$ cat src/rtl/uart_icb_master_pkg.sv
// Shared definitions for the UART ICB master: bus width, register map,
// CSR status bit position and FSM state encodings.
package uart_icb_master_pkg;

  localparam int PA_SIZE = 32;

  // UART register map as seen from the ICB initiator
  localparam logic [PA_SIZE-1:0] DATA_REG_ADDR = 32'h1001_3000;
  localparam logic [PA_SIZE-1:0] UART_CSR_ADDR = 32'h1001_3004;

  // CSR bit that reports the transmitter can accept another byte
  localparam int CSR_TX_OK_BIT = 0;

  typedef enum logic [2:0] {
    ST_IDLE     = 3'd0,
    ST_POLL_CMD = 3'd1,
    ST_POLL_RSP = 3'd2,
    ST_WR_CMD   = 3'd3,
    ST_WR_RSP   = 3'd4
  } state_t;

  // Zero-extend a byte onto the ICB write-data bus
  function automatic logic [PA_SIZE-1:0] byte_to_wdata(input logic [7:0] b);
    return {{(PA_SIZE-8){1'b0}}, b};
  endfunction

endpackage

$ cat src/rtl/uart_icb_master_fifo.sv
// uart_byte_fifo: small synchronous byte FIFO with first-word-fall-through
// head output. FIFO_DEPTH must be a power of two so the pointers wrap freely.
module uart_byte_fifo #(
  parameter int FIFO_DEPTH = 4
) (
  input  logic       clk,
  input  logic       rst,
  input  logic       push,
  input  logic [7:0] din,
  input  logic       pop,
  output logic [7:0] head,
  output logic       full,
  output logic       empty
);

  localparam int AW = (FIFO_DEPTH > 1) ? $clog2(FIFO_DEPTH) : 1;
  localparam logic [AW:0] DEPTH_C = FIFO_DEPTH[AW:0];
  localparam logic [AW-1:0] PTR_ONE = {{(AW-1){1'b0}}, 1'b1};
  localparam logic [AW:0] CNT_ONE = {{AW{1'b0}}, 1'b1};

  logic [7:0]    mem [FIFO_DEPTH];
  logic [AW-1:0] wr_ptr;
  logic [AW-1:0] rd_ptr;
  logic [AW:0]   count;
  logic          do_push;
  logic          do_pop;

  // Over/underflow protection: ignore pushes when full and pops when empty
  assign do_push = push & ~full;
  assign do_pop  = pop & ~empty;

  // Byte storage; contents need no reset because occupancy gates every read
  always_ff @(posedge clk) begin
    if (do_push) mem[wr_ptr] <= din;
  end

  // Pointer and occupancy tracking; simultaneous push and pop keeps count
  always_ff @(posedge clk or posedge rst) begin
    if (rst) begin
      wr_ptr <= '0;
      rd_ptr <= '0;
      count  <= '0;
    end else begin
      if (do_push) wr_ptr <= wr_ptr + PTR_ONE;
      if (do_pop)  rd_ptr <= rd_ptr + PTR_ONE;
      case ({do_push, do_pop})
        2'b10:   count <= count + CNT_ONE;
        2'b01:   count <= count - CNT_ONE;
        default: count <= count;
      endcase
    end
  end

  assign head  = mem[rd_ptr];
  assign full  = (count == DEPTH_C);
  assign empty = (count == '0);

endmodule

$ cat src/rtl/uart_icb_master.sv
// uart_icb_master: ICB initiator that drains a byte FIFO into the UART data
// register, one transaction at a time. Optional CSR tx_ok polling before each
// byte is enabled by defining the macro UART_TX_POLL_EN; without it each byte
// is written straight away and timeout_err is tied low.
module uart_icb_master
  import uart_icb_master_pkg::*;
#(
  parameter int FIFO_DEPTH = 4,
  parameter int POLL_LIMIT = 255
) (
  input  logic               clk,
  input  logic               rst,
  input  logic               s_valid,
  output logic               s_ready,
  input  logic [7:0]         s_data,
  output logic               o_icb_cmd_valid,
  input  logic               o_icb_cmd_ready,
  output logic [PA_SIZE-1:0] o_icb_cmd_addr,
  output logic               o_icb_cmd_read,
  output logic [PA_SIZE-1:0] o_icb_cmd_wdata,
  input  logic               o_icb_rsp_valid,
  output logic               o_icb_rsp_ready,
  input  logic [PA_SIZE-1:0] o_icb_rsp_rdata,
  input  logic               err_clr,
  output logic               busy,
  output logic               timeout_err,
  output logic [15:0]        sent_cnt
);

  localparam logic [7:0] POLL_LIMIT_C = POLL_LIMIT[7:0];

  state_t     state;
  logic       rdy_en;
  logic       push;
  logic       pop;
  logic [7:0] head;
  logic       full;
  logic       empty;
  logic       unused_ok;

`ifdef UART_TX_POLL_EN
  logic [7:0] poll_cnt;
  logic       poll_last;
  logic       tx_ok;

  assign tx_ok     = o_icb_rsp_rdata[CSR_TX_OK_BIT];
  assign poll_last = ((poll_cnt + 8'd1) == POLL_LIMIT_C);
`endif

  // Inputs that only matter in some build configurations
  assign unused_ok = ^{o_icb_rsp_rdata, err_clr, POLL_LIMIT_C};

  // Input stream accepted only once out of reset and while space remains
  assign s_ready = rdy_en & ~full;
  assign push    = s_valid & s_ready;
  assign busy    = (state != ST_IDLE);

  // Hold s_ready low until the first edge after reset release
  always_ff @(posedge clk or posedge rst) begin
    if (rst) rdy_en <= 1'b0;
    else     rdy_en <= 1'b1;
  end

  // Head byte leaves the FIFO once written, or when polling gives up on it
  always_comb begin
    pop = 1'b0;
    if (state == ST_WR_RSP && o_icb_rsp_valid) pop = 1'b1;
`ifdef UART_TX_POLL_EN
    if (state == ST_POLL_RSP && o_icb_rsp_valid && !tx_ok && poll_last) pop = 1'b1;
`endif
  end

  uart_byte_fifo #(
    .FIFO_DEPTH (FIFO_DEPTH)
  ) u_fifo (
    .clk   (clk),
    .rst   (rst),
    .push  (push),
    .din   (s_data),
    .pop   (pop),
    .head  (head),
    .full  (full),
    .empty (empty)
  );

`ifndef UART_TX_POLL_EN
  assign timeout_err = 1'b0;
`endif

  // Transaction sequencer; all ICB outputs are registered and only change
  // on state transitions, so they stay stable while a command waits
  always_ff @(posedge clk or posedge rst) begin
    if (rst) begin
      state           <= ST_IDLE;
      o_icb_cmd_valid <= 1'b0;
      o_icb_cmd_read  <= 1'b0;
      o_icb_cmd_addr  <= '0;
      o_icb_cmd_wdata <= '0;
      o_icb_rsp_ready <= 1'b0;
      sent_cnt        <= '0;
`ifdef UART_TX_POLL_EN
      poll_cnt        <= '0;
      timeout_err     <= 1'b0;
`endif
    end else begin
`ifdef UART_TX_POLL_EN
      // A timeout set later in this block overrides the clear
      if (err_clr) timeout_err <= 1'b0;
`endif
      case (state)
        ST_IDLE: begin
          if (!empty) begin
`ifdef UART_TX_POLL_EN
            state           <= ST_POLL_CMD;
            poll_cnt        <= '0;
            o_icb_cmd_valid <= 1'b1;
            o_icb_cmd_read  <= 1'b1;
            o_icb_cmd_addr  <= UART_CSR_ADDR;
            o_icb_cmd_wdata <= '0;
`else
            state           <= ST_WR_CMD;
            o_icb_cmd_valid <= 1'b1;
            o_icb_cmd_read  <= 1'b0;
            o_icb_cmd_addr  <= DATA_REG_ADDR;
            o_icb_cmd_wdata <= byte_to_wdata(head);
`endif
          end
        end

`ifdef UART_TX_POLL_EN
        ST_POLL_CMD: begin
          if (o_icb_cmd_ready) begin
            state           <= ST_POLL_RSP;
            o_icb_cmd_valid <= 1'b0;
            o_icb_rsp_ready <= 1'b1;
          end
        end

        ST_POLL_RSP: begin
          if (o_icb_rsp_valid) begin
            o_icb_rsp_ready <= 1'b0;
            if (tx_ok) begin
              state           <= ST_WR_CMD;
              o_icb_cmd_valid <= 1'b1;
              o_icb_cmd_read  <= 1'b0;
              o_icb_cmd_addr  <= DATA_REG_ADDR;
              o_icb_cmd_wdata <= byte_to_wdata(head);
            end else begin
              poll_cnt <= poll_cnt + 8'd1;
              if (poll_last) begin
                state       <= ST_IDLE;
                timeout_err <= 1'b1;
              end else begin
                state           <= ST_POLL_CMD;
                o_icb_cmd_valid <= 1'b1;
                o_icb_cmd_read  <= 1'b1;
                o_icb_cmd_addr  <= UART_CSR_ADDR;
                o_icb_cmd_wdata <= '0;
              end
            end
          end
        end
`endif

        ST_WR_CMD: begin
          if (o_icb_cmd_ready) begin
            state           <= ST_WR_RSP;
            o_icb_cmd_valid <= 1'b0;
            o_icb_rsp_ready <= 1'b1;
          end
        end

        ST_WR_RSP: begin
          if (o_icb_rsp_valid) begin
            state           <= ST_IDLE;
            o_icb_rsp_ready <= 1'b0;
            sent_cnt        <= sent_cnt + 16'd1;
          end
        end

        default: begin
          state           <= ST_IDLE;
          o_icb_cmd_valid <= 1'b0;
          o_icb_rsp_ready <= 1'b0;
        end
      endcase
    end
  end

endmodule

$ cat config.mk
export PLATFORM = sky130hd
export DESIGN_NAME = uart_icb_master
export DESIGN_NICKNAME = d
export VERILOG_FILES = /design/src/rtl/uart_icb_master_pkg.sv /design/src/rtl/uart_icb_master_fifo.sv /design/src/rtl/uart_icb_master.sv
export SDC_FILE = /design/constraint.sdc
export NUM_CORES = 1
export LEC_CHECK = 0
export CORE_ASPECT_RATIO = 1.1
export CORE_MARGIN = 4
export CORE_UTILIZATION = 45
export CTS_BUF_LIST = sky130_fd_sc_hd__clkbuf_8 sky130_fd_sc_hd__clkbuf_16
export DETAILED_ROUTE_END_ITERATION = 16
export GPL_TIMING_DRIVEN = 1
export HOLD_SLACK_MARGIN = 0.05
export PLACE_DENSITY = 0.83
export SLEW_MARGIN = 20
export SYNTH_ARGS = -nofsm -noshare
export SYNTH_HDL_FRONTEND = slang
export SYNTH_SLANG_ARGS = --single-unit
$ cat constraint.sdc
create_clock -name clk -period 3.8 [get_ports clk]
set_clock_uncertainty 0.05 [all_clocks]
set_input_delay 0.95 -clock clk [delete_from_list [all_inputs] [get_ports clk]]
set_output_delay 0.95 -clock clk [all_outputs]
set_load 0.02 [all_outputs]
# Yosys cells after proc, flatten, opt, wreduce, memory -nomap -nowiden
# Memory sizes are Yosys's and may differ from the RTL's. A register that Yosys moved wholly into a read port is not among the register bits.
# Cells that the tools add are included.
# word_totals
out_inout_bits	86
n_memories	1
inputBits	46
word_cells	55
ff_bits	30
mem_bits_rw	32
# mem_list
memory	depth	word_bits	read_ports	rd_clocked_by_memory_dff	wr	line	source
u_fifo.mem	4	8	1	1	1	uart_icb_master_fifo.sv:21	logic [7:0] mem [FIFO_DEPTH];
# op_classes
muxes	14
bitwise	8
reduce_logical	10
addsub	5
eq_ne	8
# ops
cell	n
16-bit by 1-bit adder with 16-bit output, second input constant	1
3-bit two-way mux	3
3-bit case mux with 3 select lines	1
3-bit AND reduction	3
1-bit two-way mux	7
3-bit == test, second input constant	2
3-bit zero test	2
2-bit != test, second input constant	3
1-bit case mux with 3 select lines	2
3-bit case mux with 2 select lines	1
2-bit by 1-bit adder with 2-bit output, second input constant	2
1-bit AND	4
1-bit inverter	4
2-bit AND reduction	2
3-bit by 1-bit adder with 3-bit output, second input constant	1
3-bit by 2-bit == test with 1-bit output, second input constant	1
3-bit nonzero test	1
3-bit by 1-bit subtractor with 3-bit output, second input constant	1
2-bit by 1-bit == test with 1-bit output, second input constant	1
2-bit == test, second input constant	1
2-bit nonzero test	1
1-bit logical AND	1

# Longest topological paths before layout
# Gate-level depths: netlist (run 1).
# depth
ltp_word	7
mapped_depth	9
ltp_nobuf	9

# Hierarchy
# A second synthesis (run 1) with hierarchy kept.
# hier_totals
hier_cells	242
area_unflattened_um2	3333.2
# modules_own_cells
module	seq_area_each_um2	cells_each	n_inst	area_per_inst_um2
uart_icb_master	750.7	162	1	1736.7
uart_byte_fifo	1136.1	80	1	1596.5

# Least setup slack after synthesis (run 1)
# Ideal clock, no wire load.
# synth_timing
path_kind	in2reg
startpoint	input o_icb_rsp_valid
endpoint	register u_fifo.count[2]
setup_time_ps	79
path_slack_ps	1363
path_buffers	0
path_stages	8
required_time_ps	3671
arrival_time_ps	2308
cell_sequence	nand3b_1 > nor2_1 > ha_1 > inv_1 > fa_1 > xor2_1 > nor2_1 > xor2_1
# synth_between
elab_chain_len	5
word_cells_on_any_way	7
cone_classes	eq/ne: 2; mux: 2; bitwise: 1; reduce/logical: 2
# synth_lines
element	line	source
start, declared	uart_icb_master.sv:21	input logic o_icb_rsp_valid,
1-bit logical AND *	uart_icb_master.sv:67	if (state == ST_WR_RSP && o_icb_rsp_valid) pop = 1'b1;
1-bit two-way mux *	uart_icb_master.sv:67	
1-bit AND *	uart_icb_master_fifo.sv:30	assign do_pop = pop & ~empty;
via u_fifo.do_pop	uart_icb_master_fifo.sv:26	logic do_pop;
2-bit by 1-bit == test with 1-bit output / 2-bit == test (equally long branches)	uart_icb_master_fifo.sv:46	case ({do_push, do_pop})
3-bit case mux with 2 select lines / 2-bit nonzero test (equally long branches)	n/a	
end signal, assigned	uart_icb_master_fifo.sv:47	2'b10: count <= count + CNT_ONE;
end signal, assigned	uart_icb_master_fifo.sv:48	2'b01: count <= count - CNT_ONE;
end signal, assigned	uart_icb_master_fifo.sv:49	default: count <= count;
end, declared	uart_icb_master_fifo.sv:24	logic [AW:0] count;
# Mark *: on every way through the listed nets, which the timed path passes. The rest lies on a longest branch.
# A chain may end at the register's enable or synchronous reset.

# Final worst setup path (run 1)
# Same ends and word-level chain as after synthesis.

==> impl_metrics.env, run 1 <==
export IMPL_layout_drive_gt1_share_pct=12.9
export IMPL_dr_pass1_iters=4
export IMPL_clock_root_buffer="clkbuf_8"
export IMPL_rsz0062_at_grt="false"
export IMPL_die_x_um=89.3
export IMPL_cpPeakStageDelay_ps=500
export IMPL_ys_types=33
export IMPL_stdcell_count=379
export IMPL_diodes=0
export IMPL_hold_viol_final=0
export IMPL_fin_ws_ps=988
export IMPL_htreeDepth=3
export IMPL_max_freq_mhz=356
export IMPL_cts_buffers=9
export IMPL_leakagePower_nw=1.62
export IMPL_critPathBufInv=2
export IMPL_fp_row_count=32
export IMPL_drc_errors=0
export IMPL_hold_depth=1
export IMPL_arrival_ps=3030
export IMPL_peakVddDrop_uv=304
export IMPL_yosysMostFrequentCell="buf_4"
export IMPL_maxSlewViolCount=0
export IMPL_tns_ps=0
export IMPL_port_buffers=44
export IMPL_hold_class="register to register"
export IMPL_max_cap_viol_count=0
export IMPL_post_cts_resized=0
export IMPL_end_kind="register"
export IMPL_fin_nets=342
export IMPL_yosysWarnings=0
export IMPL_grt_pass1_wl_um=8390
export IMPL_cts_sinks=69
export IMPL_syn_instance_count=240
export IMPL_dp_slack_ps=627
export IMPL_grt_pass1_vias=1675
export IMPL_die_area_sq_um=8700
export IMPL_synthFlopType="dfrtp_1"
export IMPL_grt_start_max_net_pins=38
export IMPL_path_class="input port to register"
export IMPL_async_reset_ff_share_pct=53.6
export IMPL_ys_seq_area_share_pct=57.6
export IMPL_placed_cells=363
export IMPL_postCtsSetupRepairBufs=0
export IMPL_drt_total_wl_um=5290
export IMPL_synth_area_sq_um=3270
export IMPL_cpMaxStageDelayCell="clkdlybuf4s50_1"
export IMPL_syn_avg_cell_area_sq_um=13.6
export IMPL_vias=1754
export IMPL_holdBufCountCts=0
export IMPL_crit_family="adder cells"
export IMPL_power_mw=2.48
export IMPL_syn_to_final_growth_pct=14.7
export IMPL_grtUsageTotal_pct=13.0
export IMPL_fillers=597
export IMPL_core_area_sq_um=7050
export IMPL_status="complete, no violations"
export IMPL_start_kind="input port"
export IMPL_netlist_top_cells_count="buf_4 (57), dfrtp_1 (37), edfxtp_1 (32), nand2_1 (19), xnor2_1 (12)"
export IMPL_post_drt_wl_per_cell_um=14.0
export IMPL_first_iter_violations=63
export IMPL_finalSetupViolations=0
export IMPL_cp_data_required_time_ps=4010
export IMPL_synth_top_area_share_pct=29.4
export IMPL_die_h_um=97.5
export IMPL_reg2regPathDepth=8
export IMPL_gp_congestion=0.792
export IMPL_worst_setup_hold_path_clk_slew_ps=80
export IMPL_synth_seq_cells=69
export IMPL_cp_cell_sequence="clkdlybuf4s50_1 -> nand3b_1 -> nor2_1 -> ha_1 -> inv_1 -> fa_1 -> xor2_1 -> nor2_1 -> xor2_1"
export IMPL_insertion_delay_ps=330
export IMPL_fin_crit_ps=2810
export IMPL_crit_fanout=4
export IMPL_ant_nets=0
export IMPL_gr_total_overflow=0
export IMPL_worst_pin_slew_ps=575
export IMPL_max_slew_margin_pct=61.6
export IMPL_initial_utilization_pct=46.4
export IMPL_ios=132
export IMPL_synth_area_leader_cell="edfxtp_1"
export IMPL_antenna_found_initial=0
export IMPL_via_per_inst=4.63
export IMPL_utilization_pct=53.3
export IMPL_path_depth=9
export IMPL_tritoncts="built"
export IMPL_synth_area_leaders="edfxtp_1 (29%), dfrtp_1 (28%), buf_4 (13%)"
export IMPL_min_period_over_period_pct=74.0
export IMPL_hpwl_um=3840
export IMPL_synth_edff_count=32
export IMPL_clockBufferDepth=2
export IMPL_powerDensity_nw_per_um2=660
## kinds of logic (layout without fill, tap and decap cells)
| logic type | after synthesis | count (layout) | synth area share [%] |
|---|---|---|---|
| and+or+nand+nor | 51 | 51 | 8.41 |
| muxes | 18 | 18 | 9.71 |
| other | 2 | 55 | 0.229 |
| buffers and inverters | 67 | 68 | 14.5 |
| AOI/OAI and AO/OA | 5 | 5 | 0.994 |
| xor gates and xnor gates | 21 | 21 | 5.62 |
| DFF | 69 | 69 | 57.6 |
| adders and majority gates | 7 | 7 | 2.91 |
## worst reg2reg max path, delay by kind of cell, from the launching register on
family	cells	cell delay [ps]
xor gates and xnor gates	2	290
adders and majority gates	2	620
DFF	1	450
buffers and inverters	1	60
and+or+nand+nor	3	710
## worst paths after layout
kind	startpoint	to	slack [ps]
setup / recovery	o_icb_rsp_valid	u_fifo.count[2]	990
hold / removal	sent_cnt[15]	sent_cnt[15]	420
setup reg to reg	state[1]	u_fifo.count[2]	1540
hold reg to reg	sent_cnt[15]	sent_cnt[15]	420
max in group asynchronous	rst	sent_cnt[3]	2390
min in group asynchronous	rst	o_icb_cmd_addr[12]	960
## layout make-up
| type | instances | area, sq um | share of cell area, % |
|---|---|---|---|
| Clock inverter | 7 | 51.3 | 1.37 |
| Timing Repair Buffer | 45 | 448 | 11.9 |
| Clock buffer | 9 | 124 | 3.30 |
| Tap cell | 85 | 106 | 2.83 |
| Sequential cell | 69 | 1890 | 50.3 |
| Multi-Input combinational cell | 157 | 1110 | 29.6 |
| Inverter | 7 | 26.3 | 0.700 |
## layout by cell type, fill, tap and decap left out, types with 8 or more instances in the layout
cell,netlist,final
conb_1,2,55
dfrtp_1,37,37
inv_1,7,8
xor2_1,9,9
mux4_2,8,8
clkdlybuf4s50_1,0,44
edfxtp_1,32,32
clkbuf_8,0,9
xnor2_1,12,12
nand2_1,19,19
## state kept, by name, summed over array words and instances (netlist names)
signal,flops
o_icb_cmd_addr,1
o_icb_cmd_valid,1
o_icb_cmd_wdata,8
o_icb_rsp_ready,1
rdy_en,1
sent_cnt,16
state,2
u_fifo.count,3
u_fifo.mem,32
u_fifo.rd_ptr,2
u_fifo.wr_ptr,2
## report_power, final
part	switching (mW)	internal (mW)	leakage, nW
registers	0.165	0.948	0.752
logic	0.395	0.444	0.788
clock network	0.291	0.237	0.0793
## stage by stage
| step | hold slack [ps] | instance area [sq um] |
|---|---|---|
| 3_3_place_gp | 411 | 3580 |
| 3_5_place_dp | 424 | 3580 |
| 4_1_cts | 435 | 3750 |
| 2_1_floorplan | 410 | 3470 |
| 5_1_grt | 451 | 3750 |
| 6_report | 424 | 3750 |
## metal layers
metal	wire length [um]	track usage (%)
met3	385	4.66
met2	2700	20.8
met4	87	5.15
met5	0	0
met1	2110	15.7
No activity file was read; power rests on OpenSTA's default activity.
==> run 2, diff against run 1 <==
- CORE_UTILIZATION: 45 -> 43
- PLACE_DENSITY: 0.83 -> 0.8
- clock period: 3.8 -> 2.7 ns (I/O delays scaled with it)
==> impl_metrics.env, run 2 (same netlist as run 1, synthesis figures left out) <==
export IMPL_start_kind="register"
export IMPL_largest_reg_flops=32
export IMPL_drt_total_wl_um=5360
export IMPL_tritoncts="built"
export IMPL_r2r_end="u_fifo.count[2]"
export IMPL_path_class="register to primary output"
export IMPL_arrival_ps=1790
export IMPL_dp_slack_ps=6.82
export IMPL_post_drt_wl_per_cell_um=14.0
export IMPL_die_area_sq_um=9070
export IMPL_max_freq_mhz=398
export IMPL_crit_fanout=6
export IMPL_leakagePower_nw=1.66
export IMPL_tns_ps=0
export IMPL_postCtsSetupRepairBufs=0
export IMPL_clockBufferDepth=2
export IMPL_final_common_cell="conb_1"
export IMPL_ant_nets=0
export IMPL_critPathLaunch="u_fifo.count[0]"
export IMPL_clock_root_buffer="clkbuf_8"
export IMPL_htreeDepth=3
export IMPL_fin_nets=344
export IMPL_die_h_um=99.5
export IMPL_largest_register="u_fifo.mem"
export IMPL_worst_pin_slew_ps=572
export IMPL_intPower_mw=2.50
export IMPL_grt_pass1_vias=1681
export IMPL_grt_start_max_net_pins=38
export IMPL_vias=1768
export IMPL_power_frac_seq_pct=42.0
export IMPL_core_area_sq_um=7430
export IMPL_holdBufCountCts=0
export IMPL_top_regs="u_fifo.mem (32), sent_cnt (16), o_icb_cmd_wdata (8)"
export IMPL_powerDensity_nw_per_um2=971
export IMPL_maxSlewViolCount=0
export IMPL_layout_common_cells="conb_1 (55), clkdlybuf4s50_1 (44), dfrtp_1 (37)"
export IMPL_gp_congestion=0.808
export IMPL_rrSetupSlack_ps=650
export IMPL_hold_viol_final=0
export IMPL_syn_to_final_growth_pct=16.9
export IMPL_grtUsageTotal_pct=12.3
export IMPL_antenna_found_initial=0
export IMPL_fin_ws_ps=188
export IMPL_dr_pass1_iters=4
export IMPL_reg2regPathDepth=8
export IMPL_worst_setup_hold_path_clk_slew_ps=80
export IMPL_clkPwrFrac_pct=25.8
export IMPL_post_cts_resized=0
export IMPL_layout_drive_gt1_share_pct=13.9
export IMPL_diodes=0
export IMPL_first_iter_violations=44
export IMPL_die_x_um=91.2
export IMPL_cp_data_required_time_ps=1980
export IMPL_hp_start="sent_cnt[15]"
export IMPL_initial_utilization_pct=44.0
export IMPL_switching_share_pct=32.7
export IMPL_port_buffers=44
export IMPL_hpwl_um=3760
export IMPL_fp_row_count=33
export IMPL_status="complete, no violations"
export IMPL_cts_buffers=9
export IMPL_gr_total_overflow=0
export IMPL_end_kind="primary output"
export IMPL_max_slew_margin_pct=61.8
export IMPL_power_share_combinational_pct=32.2
export IMPL_crit_path_end="s_ready"
export IMPL_cts_sinks=69
export IMPL_finalSetupViolations=0
export IMPL_max_cap_viol_count=0
export IMPL_ios=132
export IMPL_drc_errors=0
export IMPL_rsz0062_at_grt="false"
export IMPL_hold_class="register to register"
export IMPL_min_period_over_period_pct=93.1
export IMPL_peakVddDrop_uv=470
export IMPL_p_sw_mw=1.21
export IMPL_r2r_start="state[1]"
export IMPL_grt_pass1_wl_um=8470
export IMPL_power_mw=3.71
export IMPL_fin_crit_ps=2510
export IMPL_via_per_inst=4.62
export IMPL_insertion_delay_ps=340
[run 2: per-layer routing]
layer / track usage (%) / up-vias / part of all wire [%]
met5: 0 / - / 0
met4: 5.10 / 0 / 1.5
met3: 5.22 / 6 / 7.0
met2: 20.8 / 74 / 52
met1: 13.6 / 874 / 40
li1: - / 814 / -
[run 2: area by class of cell]
class / instances / area [sq um]
fill: 646 / 3610
clock inverter: 7 / 105
clock buffer: 9 / 124
tap: 87 / 109
inverter: 7 / 26.3
sequential: 69 / 1890
multi-input combinational: 157 / 1110
timing repair buffer: 47 / 463
[run 2: through the flow]
stage	hold slack [ps]	utilization [%]	area, sq um	instances
after floorplan	410	-	3470	293
after global placement	411	48.4	3600	367
after detailed placement	424	48.4	3600	367
after CTS	444	51.5	3820	383
after global routing	466	51.5	3820	383
final	436	51.5	3820	383
[run 2: worst max-delay path, cell delays in order, from the launching register on]
cell             delay, ps
dfrtp_1                390
inv_1                  100
a31oi_2                290
clkdlybuf4s50_1        670
[run 2: power by group through the flow]
stage	clock, mW	sequential [mW]	combinational [mW]
2_1_floorplan	0	1.61	0.837
3_3_place_gp	0	1.58	1.17
3_5_place_dp	0	1.59	1.21
4_1_cts	0.982	1.57	1.22
5_1_grt	1.03	1.60	1.30
6_report	0.957	1.56	1.20
[run 2: worst min path at each step]
stage	cells after the start	endpoint	slack (ps)
floorplan	1	u_fifo.count[0]	410
global placement	1	sent_cnt[15]	410
detailed placement	2	o_icb_cmd_valid	420
CTS	2	o_icb_cmd_valid	440
global route	1	sent_cnt[15]	470
finish	1	sent_cnt[15]	440
==> run 3, diff against run 2 <==
- CORE_UTILIZATION: 43 -> 47
- PLACE_DENSITY: 0.8 -> 0.86
- clock period: 2.7 -> 2.9 ns (I/O delays scaled with it)
==> impl_metrics.env, run 3 (same netlist as run 1, synthesis figures left out) <==
export IMPL_drt_total_wl_um=5370
export IMPL_min_period_over_period_pct=89.2
export IMPL_syn_to_final_growth_pct=15.4
export IMPL_start_kind="register"
export IMPL_powerDensity_nw_per_um2=878
export IMPL_final_common_cell="conb_1"
export IMPL_max_freq_mhz=387
export IMPL_drc_errors=0
export IMPL_clock_root_buffer="clkbuf_8"
export IMPL_layout_drive_gt1_share_pct=13.9
export IMPL_top_regs="u_fifo.mem (32), sent_cnt (16), o_icb_cmd_wdata (8)"
export IMPL_fin_crit_ps=2590
export IMPL_peakVddDrop_uv=500
export IMPL_finalSetupViolations=0
export IMPL_post_cts_resized=0
export IMPL_ios=132
export IMPL_fillers=555
export IMPL_status="complete, no violations"
export IMPL_rsz0062_at_grt="false"
export IMPL_holdBufCountCts=0
export IMPL_grt_pass1_wl_um=8130
export IMPL_tns_ps=0
export IMPL_diodes=0
export IMPL_gr_total_overflow=0
export IMPL_post_drt_wl_per_cell_um=14.2
export IMPL_end_kind="primary output"
export IMPL_max_slew_margin_pct=60.6
export IMPL_crit_fanout=6
export IMPL_cts_buffers=9
export IMPL_max_cap_viol_count=0
export IMPL_leakagePower_nw=1.64
export IMPL_hold_viol_final=0
export IMPL_power_mw=3.32
export IMPL_die_x_um=87.6
export IMPL_layout_common_cells="conb_1 (55), clkdlybuf4s50_1 (44), dfrtp_1 (37)"
export IMPL_grt_start_max_net_pins=38
export IMPL_arrival_ps=1810
export IMPL_vias=1760
export IMPL_gp_congestion=0.761
export IMPL_grt_pass1_vias=1641
export IMPL_clockBufferDepth=2
export IMPL_worst_setup_hold_path_clk_slew_ps=80
export IMPL_maxSlewViolCount=0
export IMPL_antenna_found_initial=0
export IMPL_core_area_sq_um=6670
export IMPL_fin_area_sq_um=3780
export IMPL_grtUsageTotal_pct=13.1
export IMPL_largest_reg_flops=32
export IMPL_dr_pass1_iters=4
export IMPL_ant_nets=0
export IMPL_fp_row_count=31
export IMPL_via_per_inst=4.66
export IMPL_cp_data_required_time_ps=2120
export IMPL_worst_pin_slew_ps=592
export IMPL_fin_nets=344
export IMPL_die_area_sq_um=8360
export IMPL_largest_register="u_fifo.mem"
export IMPL_die_h_um=95.5
export IMPL_hpwl_um=3730
export IMPL_postCtsSetupRepairBufs=0
export IMPL_path_class="register to primary output"
export IMPL_insertion_delay_ps=340
export IMPL_htreeDepth=3
export IMPL_port_buffers=44
export IMPL_cts_sinks=69
export IMPL_initial_utilization_pct=49.1
export IMPL_tritoncts="built"
export IMPL_first_iter_violations=67
export IMPL_hold_class="register to register"
export IMPL_place_area_sq_um=3590
-- run 3: cell count changes in the layout (fill, tap and decap cells not counted), sizes merged --
cell,change
inv,+2
bufinv,-2
-- run 3: per-stage QoR --
step	setup WS, ps	utilization (%)	cells	hold slack, ps
2_1_floorplan	688	-	293	410
3_3_place_gp	211	53.8	362	411
3_5_place_dp	146	53.8	362	412
4_1_cts	299	56.6	378	429
5_1_grt	242	56.6	378	449
6_report	314	56.6	378	422
-- run 3: cell type report --
cell class                      count  area, sq um  area share [%]
Clock buffer                        9          124            3.28
Clock inverter                      7         65.1            1.72
Inverter                            7         26.3           0.695
Multi-Input combinational cell    157         1110            29.4
Sequential cell                    69         1890            49.9
Tap cell                           82          103            2.72
Timing Repair Buffer               47          463            12.3
-- run 3: final timing paths --
check | slack, ps | from | endpoint | depth (start not counted)
min in group asynchronous | 740 | rst | o_icb_cmd_addr[12] | 3
max reg2reg | 830 | state[1] | u_fifo.count[2] | 8
min reg2reg | 420 | sent_cnt[15] | sent_cnt[15] | 1
max | 310 | u_fifo.count[0] | s_ready | 3
max in group asynchronous | 1710 | rst | o_icb_cmd_valid | 3
min | 420 | sent_cnt[15] | sent_cnt[15] | 1
-- run 3: report_power, final --
| part | leakage (nW) | internal (mW) | switching [mW] | total [mW] |
|---|---|---|---|---|
| Clock | 0.0947 | 0.333 | 0.420 | 0.753 |
| Sequential | 0.752 | 1.24 | 0.217 | 1.46 |
| Combinational | 0.798 | 0.587 | 0.519 | 1.11 |
| Total | 1.64 | 2.16 | 1.16 | 3.32 |
-- run 3: layer usage --
metal | vias to the layer above | routed length (um) | track usage, %
met2 | 79 | 2650 | 21.4
li1 | 815 | - | -
met3 | 5 | 499 | 4.24
met1 | 861 | 2180 | 16.1
met4 | 0 | 39 | 5.37
met5 | - | 0 | 0
-- run 3: critical path, stage by stage, from the launching register on --
cell	delay [ps]
dfrtp_1	400
inv_1	100
a31oi_2	290
clkdlybuf4s50_1	680
